==> src/rtl/fetch_queue.sv <==
// fetch_queue: instruction-fetch front end. Owns the fetch PC, issues word
// reads to a 1-cycle-latency instruction memory, buffers returned words with
// their PCs in a small FIFO and hands them to decode over valid/ready.
// DEPTH must be a power of two and at least 2 so the pointers wrap for free.
module fetch_queue #(
  parameter int unsigned DEPTH    = 4,
  parameter logic [31:0] RESET_PC = 32'h0000_0000
) (
  input  logic                       clk,
  input  logic                       rst,
  output logic                       imem_req,
  output logic [31:0]                imem_addr,
  input  logic [31:0]                imem_rdata,
  input  logic                       redirect,
  input  logic [31:0]                redirect_pc,
  output logic                       valid_out,
  input  logic                       ready_in,
  output logic [31:0]                instr_out,
  output logic [31:0]                pc_out,
  output logic [31:0]                pc_plus4_out,
  output logic [$clog2(DEPTH):0]     count
);

  localparam int PW = $clog2(DEPTH);
  localparam int CW = PW + 1;
  localparam logic [PW-1:0] PTR_ONE = PW'(1);
  localparam logic [CW-1:0] CNT_ONE = CW'(1);
  localparam logic [CW:0]   DEPTH_W = (CW + 1)'(DEPTH);

  logic [31:0]   fetchPc_q, fetchPc_d;
  logic [31:0]   instrMem_q [DEPTH];
  logic [31:0]   pcMem_q [DEPTH];
  logic [PW-1:0] wrPtr_q, wrPtr_d;
  logic [PW-1:0] rdPtr_q, rdPtr_d;
  logic [CW-1:0] count_q, count_d;
  logic          inflight_q, inflight_d;
  logic [31:0]   inflightPc_q, inflightPc_d;
  logic          drop_q, drop_d;

  logic [CW:0]   credit;
  logic          issue;
  logic          push;
  logic          pop;
  logic          headValid;

  // Next-state logic: credit-based issue, response push, head pop, redirect flush.
  always_comb begin
    fetchPc_d    = fetchPc_q;
    wrPtr_d      = wrPtr_q;
    rdPtr_d      = rdPtr_q;
    count_d      = count_q;
    inflight_d   = 1'b0;
    inflightPc_d = inflightPc_q;
    drop_d       = 1'b0;

    headValid = (count_q != '0);
    credit    = {1'b0, count_q} + {{CW{1'b0}}, inflight_q};
    issue     = rst & ~redirect & (credit < DEPTH_W);
    push      = inflight_q & ~drop_q & ~redirect;
    pop       = headValid & ready_in;

    if (redirect) begin
      count_d   = '0;
      rdPtr_d   = wrPtr_q;
      fetchPc_d = {redirect_pc[31:2], 2'b00};
      drop_d    = inflight_q;
    end else begin
      if (issue) begin
        inflight_d   = 1'b1;
        inflightPc_d = fetchPc_q;
        fetchPc_d    = fetchPc_q + 32'd4;
      end
      if (push) begin
        wrPtr_d = wrPtr_q + PTR_ONE;
      end
      if (pop) begin
        rdPtr_d = rdPtr_q + PTR_ONE;
      end
      case ({push, pop})
        2'b10:   count_d = count_q + CNT_ONE;
        2'b01:   count_d = count_q - CNT_ONE;
        default: count_d = count_q;
      endcase
    end
  end

  // Control state register with asynchronous active-low reset.
  always_ff @(posedge clk or negedge rst) begin
    if (!rst) begin
      fetchPc_q    <= RESET_PC;
      wrPtr_q      <= '0;
      rdPtr_q      <= '0;
      count_q      <= '0;
      inflight_q   <= 1'b0;
      inflightPc_q <= '0;
      drop_q       <= 1'b0;
    end else begin
      fetchPc_q    <= fetchPc_d;
      wrPtr_q      <= wrPtr_d;
      rdPtr_q      <= rdPtr_d;
      count_q      <= count_d;
      inflight_q   <= inflight_d;
      inflightPc_q <= inflightPc_d;
      drop_q       <= drop_d;
    end
  end

  // Queue storage; contents are only meaningful below count so it needs no reset.
  always_ff @(posedge clk) begin
    if (push) begin
      instrMem_q[wrPtr_q] <= imem_rdata;
      pcMem_q[wrPtr_q]    <= inflightPc_q;
    end
  end

  // Head presentation: zeros (a nop at PC 0) whenever the queue is empty.
  always_comb begin
    imem_req     = issue;
    imem_addr    = fetchPc_q;
    valid_out    = headValid;
    count        = count_q;
    instr_out    = '0;
    pc_out       = '0;
    pc_plus4_out = '0;
    if (headValid) begin
      instr_out    = instrMem_q[rdPtr_q];
      pc_out       = pcMem_q[rdPtr_q];
      pc_plus4_out = pcMem_q[rdPtr_q] + 32'd4;
    end
  end

endmodule
==> config.mk <==
export PLATFORM = sky130hd
export DESIGN_NAME = fetch_queue
export DESIGN_NICKNAME = d
export VERILOG_FILES = /design/src/rtl/fetch_queue.sv
export SDC_FILE = /design/constraint.sdc
export NUM_CORES = 1
export LEC_CHECK = 0
export ABC_AREA = 0
export CAP_MARGIN = 20
export CORE_MARGIN = 1.5
export CORE_UTILIZATION = 40
export CTS_CLUSTER_DIAMETER = 30
export CTS_CLUSTER_SIZE = 24
export DETAILED_ROUTE_END_ITERATION = 12
export GPL_ROUTABILITY_DRIVEN = 0
export SYNTH_ARGS = -nofsm -noshare
export SYNTH_HDL_FRONTEND = slang
export SYNTH_SLANG_ARGS = --single-unit
==> constraint.sdc <==
create_clock -name clk -period 3.92 [get_ports clk]
set_input_delay 0.784 -clock clk [delete_from_list [all_inputs] [get_ports clk]]
set_output_delay 0.784 -clock clk [all_outputs]
set_load 0.01 [all_outputs]
==> implementation parameters, run 1 <==
Parameter                              Value

Global routing
  Pin count of the biggest net entering global routing    70
  Initial antenna violation count    0
  Wire length of the first global-routing pass    ~50,000 µm
  Number of global-route vias before repair    8,927
  Remaining global-route overflow    0
  Overall fraction of global-route tracks in use    between 10% and 20%

Timing
  Final Critical Period    about 3900 ps
  Maximum achievable frequency    0.2595 GHz
  Setup ws final    66.70 ps
  Final-report setup violation count    0
  Unrepaired setup endpoints after global routing    true
  Number of max-slew violations in the final report    0
  Ratio of final minimum period to clock period    98.30%
  Max-slew headroom at the worst pin    around a third
  Post-Route Skew    around 22 ps
  Total count of hold-check failures in the final report    0
  Pin slew with the least headroom to its limit    996.1 ps

Clocking
  Clk Latency, worst-skew pair    between 500 and 600 ps
  Number of buffers added by the clock tree synthesis step    61
  Master cell of the clock root buffer    clkbuf_16
  CTS clk-pin slew, worst paths    ~50 ps
  CTS H-tree depth    2
  TritonCTS clock tree    built
  Count of clock tree sinks    317
  Clock tree buffer depth    3
  Post-CTS Hold Buffers    0

Setup path
  Reg-to-reg endpoint    count[2]$_DFFE_PN0P_
  Number of buffers and inverters on the critical path    3
  Arrival time at the worst endpoint    3070 ps
  Critical-path top delay cell    dfrtp_4
  Data required, critical path    between 3000 and 4000 ps
  Startpoint of the most critical setup path    rdPtr_q[0]$_DFFE_PN0P_
  Depth of the most critical reg-to-reg path    9
  Type of origin of the critical path    flop
  Reg-to-reg critical path startpoint    count[1]$_DFFE_PN0P_
  Reg2Reg Setup Slack    1060 ps
  Worst path depth    8
  Maximum net fanout on the critical path    13
  Delay of the slowest cell on the worst path    560 ps
  Gate family responsible for the most delay along the worst path    simple AND/OR/NAND/NOR gates
  Worst Setup Path Type    flop to output port
  CP endpoint kind    output port
  End point of the critical path    pc_plus4_out[30]
  Worst-path cell chain    buf_12 -> mux4_2 -> buf_4 -> nand4_1 -> or3_4 -> nor3_2 -> mux2_4 -> buf_2

Final layout
  NumNets Final    1,256
  Share of final-layout standard cells stronger than drive strength 1    ~22%
  Antenna diodes    0
  Fillcell total    roughly 2.7k
  Total area of multi-input combinational cells    approximately 4300 µm²
  Finished Layout Cells    1,678
  Signed area change from the synthesized netlist to the final layout    36.23%
  Register area    slightly above 9000 µm²

Floorplanning
  Core area    around 34,000 µm²
  Height of the die    between 150 and 200 µm
  Die Width    roughly 190 µm
  Die footprint    approximately 35,000 µm²
  Initial core utilization    between 40% and 50%
  Number of primary I/O pins    ~200
  Core Rows    67

Run status
  Result of the run    finished, final reports clean

Logic synthesis
  Per-instance average area after synthesis    between 10 and 15 µm²
  Compound-cell area share of the yosys netlist    under 10%
  Area contributors post-synth    edfxtp_1, dfrtp_1, mux4_2
  Flip-flop and latch count after synthesis    317
  Dominant register cell in the synthesized netlist    edfxtp_1
  Basic-gate share of the synthesized area counting and, or, nand and nor cells    between 10% and 20%
  Seq/Total Area, Yosys    between 60 and 70%
  Number of warnings printed during yosys synthesis    0
  Most frequent cell after synthesis    edfxtp_1
  Yosys top cell area share    a little over half
  Most common library cells after synthesis    edfxtp_1, nand2_1, dfrtp_1
  Distinct cells, synth    just under 60
  Largest family of logic cells by synthesized area    simple AND/OR/NAND/NOR gates
  Largest area contributor in the synthesized netlist    edfxtp_1
  Count of mapped cells out of synthesis    917
  Post-synthesis mux area share    approximately 11%
  Adder-cell area share of the yosys netlist    less than 1%
  EDFF count, synth    248
  Area share of xor/xnor cells in the synthesized design    about 1%
  Post-synth design cell area    13,720 µm²
  Proportion of synthesized flip-flops having asynchronous set or reset    a little over a fifth

Route
  Routed vias    ~8.7k
  Starting DRT DRC Count    around 600
  Remaining number of nets flagged by the antenna check after routing    0
  Final routed wire length divided by cell count    19.09 µm
  Initial DRT Pass Iterations    5
  DRC viols    0
  Routed wire length    around 32,000 µm
  Vias per std cell    slightly above 5

Pwr
  Switching Power    roughly 4.7 mW
  Clock network fraction of total power    between 30% and 40%
  Sequential fraction of design power    29.9%
  P per Cell Area    roughly 810 nW/µm²
  Max VDD drop    between 400 and 500 µV
  Leak Pwr    roughly 6.9 nW
  Internal power summed over all cells    ~11 mW
  Portion of total power attributed to combinational logic    34.5%
  Share of total power consumed by net switching    between 30% and 40%
  Power consumption    ~15 mW

Min path
  HP Class    input pin to async pin

Placement
  # placed instances    roughly 1.5k
  I/O Buffers    192
  Detail Placement HPWL    19,790 µm
  Worst setup slack before clock tree synthesis    107.5 ps

Job
  Maximum capacitance violations    0
## power by group through the flow
stage	clock network (mW)	logic [mW]	registers (mW)
floorplan	0	2.76	4.44
global placement	0	5.08	4.59
detailed placement	0	5.09	4.61
CTS	5.50	5.28	4.55
global route	5.67	5.67	4.61
finish	5.42	5.25	4.55
## how the worst min path moves through the flow
stage                                 from                  endpoint  slack (ps)  cells past startpoint
6_report                               rst  imem_addr[4]$_DFFE_PN0P_         260                      2
5_1_grt                                rst  imem_addr[8]$_DFFE_PN0P_         260                      2
4_1_cts                                rst  imem_addr[2]$_DFFE_PN0P_         270                      2
3_5_place_dp   inflightPc_q[2]$_DFFE_PN0P_   pcMem_q[0][2]$_DFFE_PP_         500                      0
3_3_place_gp   inflightPc_q[5]$_DFFE_PN0P_   pcMem_q[0][5]$_DFFE_PP_         500                      0
2_1_floorplan         inflight_q$_DFF_PN0_          drop_q$_DFF_PN0_         470                      1
## layout by cell type, fill, tap and decap left out, types with 6 or more instances in the layout
master,n
and2_1,62
dlygate4sd2_1,9
nor3_2,6
inv_1,14
xor2_1,10
clkbuf_1,8
buf_4,51
dfrtp_1,67
nand4_1,14
and3_1,8
clkdlybuf4s50_1,169
nor2_1,41
inv_6,6
conb_1,6
nand3_1,22
clkinv_1,7
nand2_1,129
mux4_2,60
clkbuf_16,62
xnor2_1,6
a221o_1,8
clkinv_4,6
a21oi_1,15
bufinv_16,12
o311ai_0,8
o21ai_0,37
nor4_4,6
edfxtp_1,248
clkbuf_2,6
clkinvlp_4,8
nor3_1,9
## registers in the layout (all words and copies together), names as in the netlist
signal / count
instrMem_q: 128
pcMem_q: 120
imem_addr: 30
inflightPc_q: 30
count: 3
rdPtr_q: 2
wrPtr_q: 2
drop_q: 1
inflight_q: 1
## per-layer routing
layer / up-vias / global-route usage [%] / share of wire, %
li1: 4033 / - / -
met1: 4319 / 27.64 / 48
met2: 289 / 27.59 / 45
met3: 40 / 4.060 / 5.8
met4: 0 / 4.492 / 1.5
met5: - / 0 / 0
## layout make-up
| class | count | area share [%] |
|---|---|---|
| Inverter | 15 | 0.3011 |
| Timing Repair Buffer | 250 | 12.70 |
| Multi-Input combinational cell | 536 | 23.18 |
| Clock inverter | 41 | 3.179 |
| Sequential cell | 317 | 49.11 |
| Tap cell | 448 | 2.998 |
| Clock buffer | 71 | 8.532 |
## logic make-up (layout without fill, tap and decap cells)
family	count (synthesis)	after routing
AO/OA/AOI/OAI	90	90
XOR/XNOR	16	16
adder cells (fa/ha/maj)	7	7
buffers and inverters	69	377
flip-flops	317	317
multiplexers	73	73
other	1	6
AND/OR/NAND/NOR	344	344
## through the flow
stage                     hold WS, ps  utilization [%]  area, µm²  setup TNS (ps)
final                           258.3            55.62      18700               0
after global routing            258.4            55.62      18700          -486.8
after CTS                       265.3            55.48      18650          -113.3
after detailed placement        504.2            48.15      16190               0
after global placement          495.3            48.15      16190               0
after floorplan                 473.0                -      13740               0
## timing repair
action                     in CTS  in global routing
pin swaps                       8                  5
gates resized for setup        68                 25
setup endpoints to repair      26                 20
buffers inserted               21                  5
cloned                          0                  0
(Power assumes the default switching activity.)
==> run 2: changes to the inputs <==
--- a/config.mk
+++ b/config.mk
@@ -5,7 +5,7 @@
 export SDC_FILE = /design/constraint.sdc
 export NUM_CORES = 1
 export LEC_CHECK = 0
-export ABC_AREA = 0
+export ABC_AREA = 1
 export CAP_MARGIN = 20
 export CORE_MARGIN = 1.5
 export CORE_UTILIZATION = 40
==> implementation parameters, run 2 <==
Parameter                              Value

Final layout
  Finished Layout Cells    ~2.3k
  Biggest register    instrMem_q
  Signed area change from the synthesized netlist to the final layout    32.28%
  Utilization after layout    a little over half
  Top Registers    instrMem_q: 128 flops, pcMem_q: 120 flops
  Commonest non-fill, non-tap cell in the layout    nand2_1
  Summed area of non-filler cells in the final layout    approximately 20,000 µm²
  NumNets Final    between 1.5k and 2k
  Share of final-layout standard cells stronger than drive strength 1    between 10% and 20%
  Flip-flop count of the largest register after layout    between 100 and 150
  Most frequent cells in the layout    nand2_1, edfxtp_1, nor2_1

Timing
  Unrepaired setup endpoints after global routing    true
  Setup ws final    slightly above 80 ps
  Post-Route Skew    about 25 ps
  Final-report setup violation count    0
  Max-slew headroom at the worst pin    between 50% and 60%
  Ratio of final minimum period to clock period    a little over nine tenths
  Maximum achievable frequency    0.2605 GHz
  Number of max-slew violations in the final report    0
  Pin slew with the least headroom to its limit    645.2 ps
  Worst hold-check slack    277.2 ps
  Accumulated negative setup slack    0 ps
  Final Critical Period    3839 ps
  Total count of hold-check failures in the final report    0

Global routing
  Wire length of the first global-routing pass    just over 60,000 µm
  Remaining global-route overflow    0
  Number of global-route vias before repair    11.33k
  Pin count of the biggest net entering global routing    72
  Overall fraction of global-route tracks in use    roughly a fifth
  Initial antenna violation count    1

Clocking
  TritonCTS clock tree    built
  CTS H-tree depth    2
  Count of clock tree sinks    roughly 320
  Clk Latency, worst-skew pair    580 ps
  Clock tree buffer depth    3
  Number of buffers added by the clock tree synthesis step    58
  Master cell of the clock root buffer    clkbuf_16
  CTS clk-pin slew, worst paths    ~50 ps

Setup path
  Arrival time at the worst endpoint    approximately 3000 ps
  Most prevalent standard cell on the critical path    buf_4
  Critical-path top delay cell    dfrtp_4
  CP endpoint kind    output port
  Gate family responsible for the most delay along the worst path    buffers and inverters
  Worst Setup Path Type    flop to output port
  Delay of the slowest cell on the worst path    approximately 560 ps
  Data required, critical path    3140 ps
  Maximum net fanout on the critical path    23
  Worst-path cell chain    inv_12 -> buf_4 -> buf_16 -> nand2_1 -> nand3_1 -> nand2_2 -> nor2_4 -> nand3_4 -> buf_4 -> nor2_2 -> buf_4 -> nand3_1 -> nand2_1 -> nor2_1 -> dlygate4sd2_1
  Number of buffers and inverters on the critical path    6
  Type of origin of the critical path    flop

Logic synthesis
  Number of warnings printed during yosys synthesis    0
  Proportion of synthesized flip-flops having asynchronous set or reset    between 20% and 30%
  Yosys top cell area share    between 40 and 50%
  Area contributors post-synth    edfxtp_1, nand2_1, dfrtp_1
  Flip-flop and latch count after synthesis    between 300 and 400
  Most frequent cell after synthesis    nand2_1
  Seq/Total Area, Yosys    around 62%
  Largest area contributor in the synthesized netlist    edfxtp_1
  Per-instance average area after synthesis    around 9.3 µm²
  Most common library cells after synthesis    nand2_1, nor2_1, edfxtp_1
  Dominant register cell in the synthesized netlist    edfxtp_1
  Distinct cells, synth    39
  Post-synth design cell area    between 10,000 and 15,000 µm²
  EDFF count, synth    248
  Count of mapped cells out of synthesis    between 1.5k and 2k

Placement
  Area after DPL    17,300 µm²
  # placed instances    between 2k and 2.5k
  Worst setup slack before clock tree synthesis    207.5 ps
  I/O Buffers    192
  Detail Placement HPWL    between 20,000 and 30,000 µm

Route
  Vias per std cell    just over 5
  Routed vias    between 10k and 15k
  DRC viols    0
  Initial DRT Pass Iterations    5
  Remaining number of nets flagged by the antenna check after routing    0
  Starting DRT DRC Count    slightly above 800
  Routed wire length    around 40,000 µm
  Final routed wire length divided by cell count    ~17 µm

Pwr
  Internal power summed over all cells    between 10 and 15 mW
  Max VDD drop    around 380 µV
  Leak Pwr    slightly below 8 nW
  Clock network fraction of total power    31.8%
  Power consumption    16.10 mW
  P per Cell Area    between 800 and 900 nW/µm²
  Switching Power    about 5.9 mW
  Sequential fraction of design power    28.2%
  Share of total power consumed by net switching    between 30 and 40%
  Portion of total power attributed to combinational logic    40.0%

Min path
  HP Class    input pin to async pin

Floorplanning
  Height of the die    between 150 and 200 µm
  Number of primary I/O pins    ~200
  Die Width    between 150 and 200 µm
  Die footprint    about 38,000 µm²
  Initial core utilization    40.71%
  Core Rows    70
  Core area    36,610 µm²

Job
  Maximum capacitance violations    0

Run status
  Result of the run    finished, final reports clean
==> run 2: metal layers <==
metal / up-vias / part of all wire (%) / track usage, %
li1: 5789 / - / -
met5: - / 0 / 0
met4: 0 / 2.5 / 7.265
met1: 5565 / 45 / 29.11
met3: 73 / 6.4 / 3.421
met2: 389 / 46 / 33.32
==> run 2: area by class of cell <==
type	instances	area (µm²)
fill	3234	16900
sequential	317	9179
multi-input combinational	1128	5214
timing repair buffer	233	2351
clock buffer	63	1491
tap	468	585.6
clock inverter	44	558.0
inverter	82	325.3
timing repair inverter	1	8.758
antenna	1	2.502
==> run 2: kinds of logic after synthesis <==
logic type / after synthesis / share of synthesized area, %
simple gates: 890 / 24.07
buf+inv: 160 / 4.928
fa+ha+maj: 7 / 0.6380
flops: 317 / 61.55
compound gates: 200 / 7.320
other cells: 1 / 0.02516
xor+xnor: 25 / 1.469
==> run 2: worst paths after layout <==
kind                                         from                   endpoint  slack [ps]  depth (start not counted)
setup / recovery           rdPtr_q[0]$_DFFE_PN0P_           pc_plus4_out[30]          80                         15
hold / removal                                rst  imem_addr[11]$_DFFE_PN0P_         280                          2
setup reg to reg             count[1]$_DFFE_PN0P_       count[2]$_DFFE_PN0P_        1650                          9
hold reg to reg              inflight_q$_DFF_PN0_           drop_q$_DFF_PN0_         500                          2
max in group asynchronous                     rst     rdPtr_q[0]$_DFFE_PN0P_        2650                          3
min in group clk             inflight_q$_DFF_PN0_           drop_q$_DFF_PN0_         500                          2
==> run 2: power groups by stage <==
stage	Clock [mW]	Sequential, mW	Combinational (mW)
finish	5.12	4.54	6.44
global route	5.35	4.59	7.07
CTS	5.19	4.54	6.40
detailed placement	0	4.60	6.18
global placement	0	4.58	6.12
floorplan	0	4.44	3.48
==> run 2: timing repair <==
action,4_1_cts,5_1_grt
resized for setup,52,39
hold buffers,0,0
setup buffers,7,5
gates cloned,3,0
endpoints found under the hold margin,0,0
pin swaps,1,5
endpoints found under the setup margin,24,16
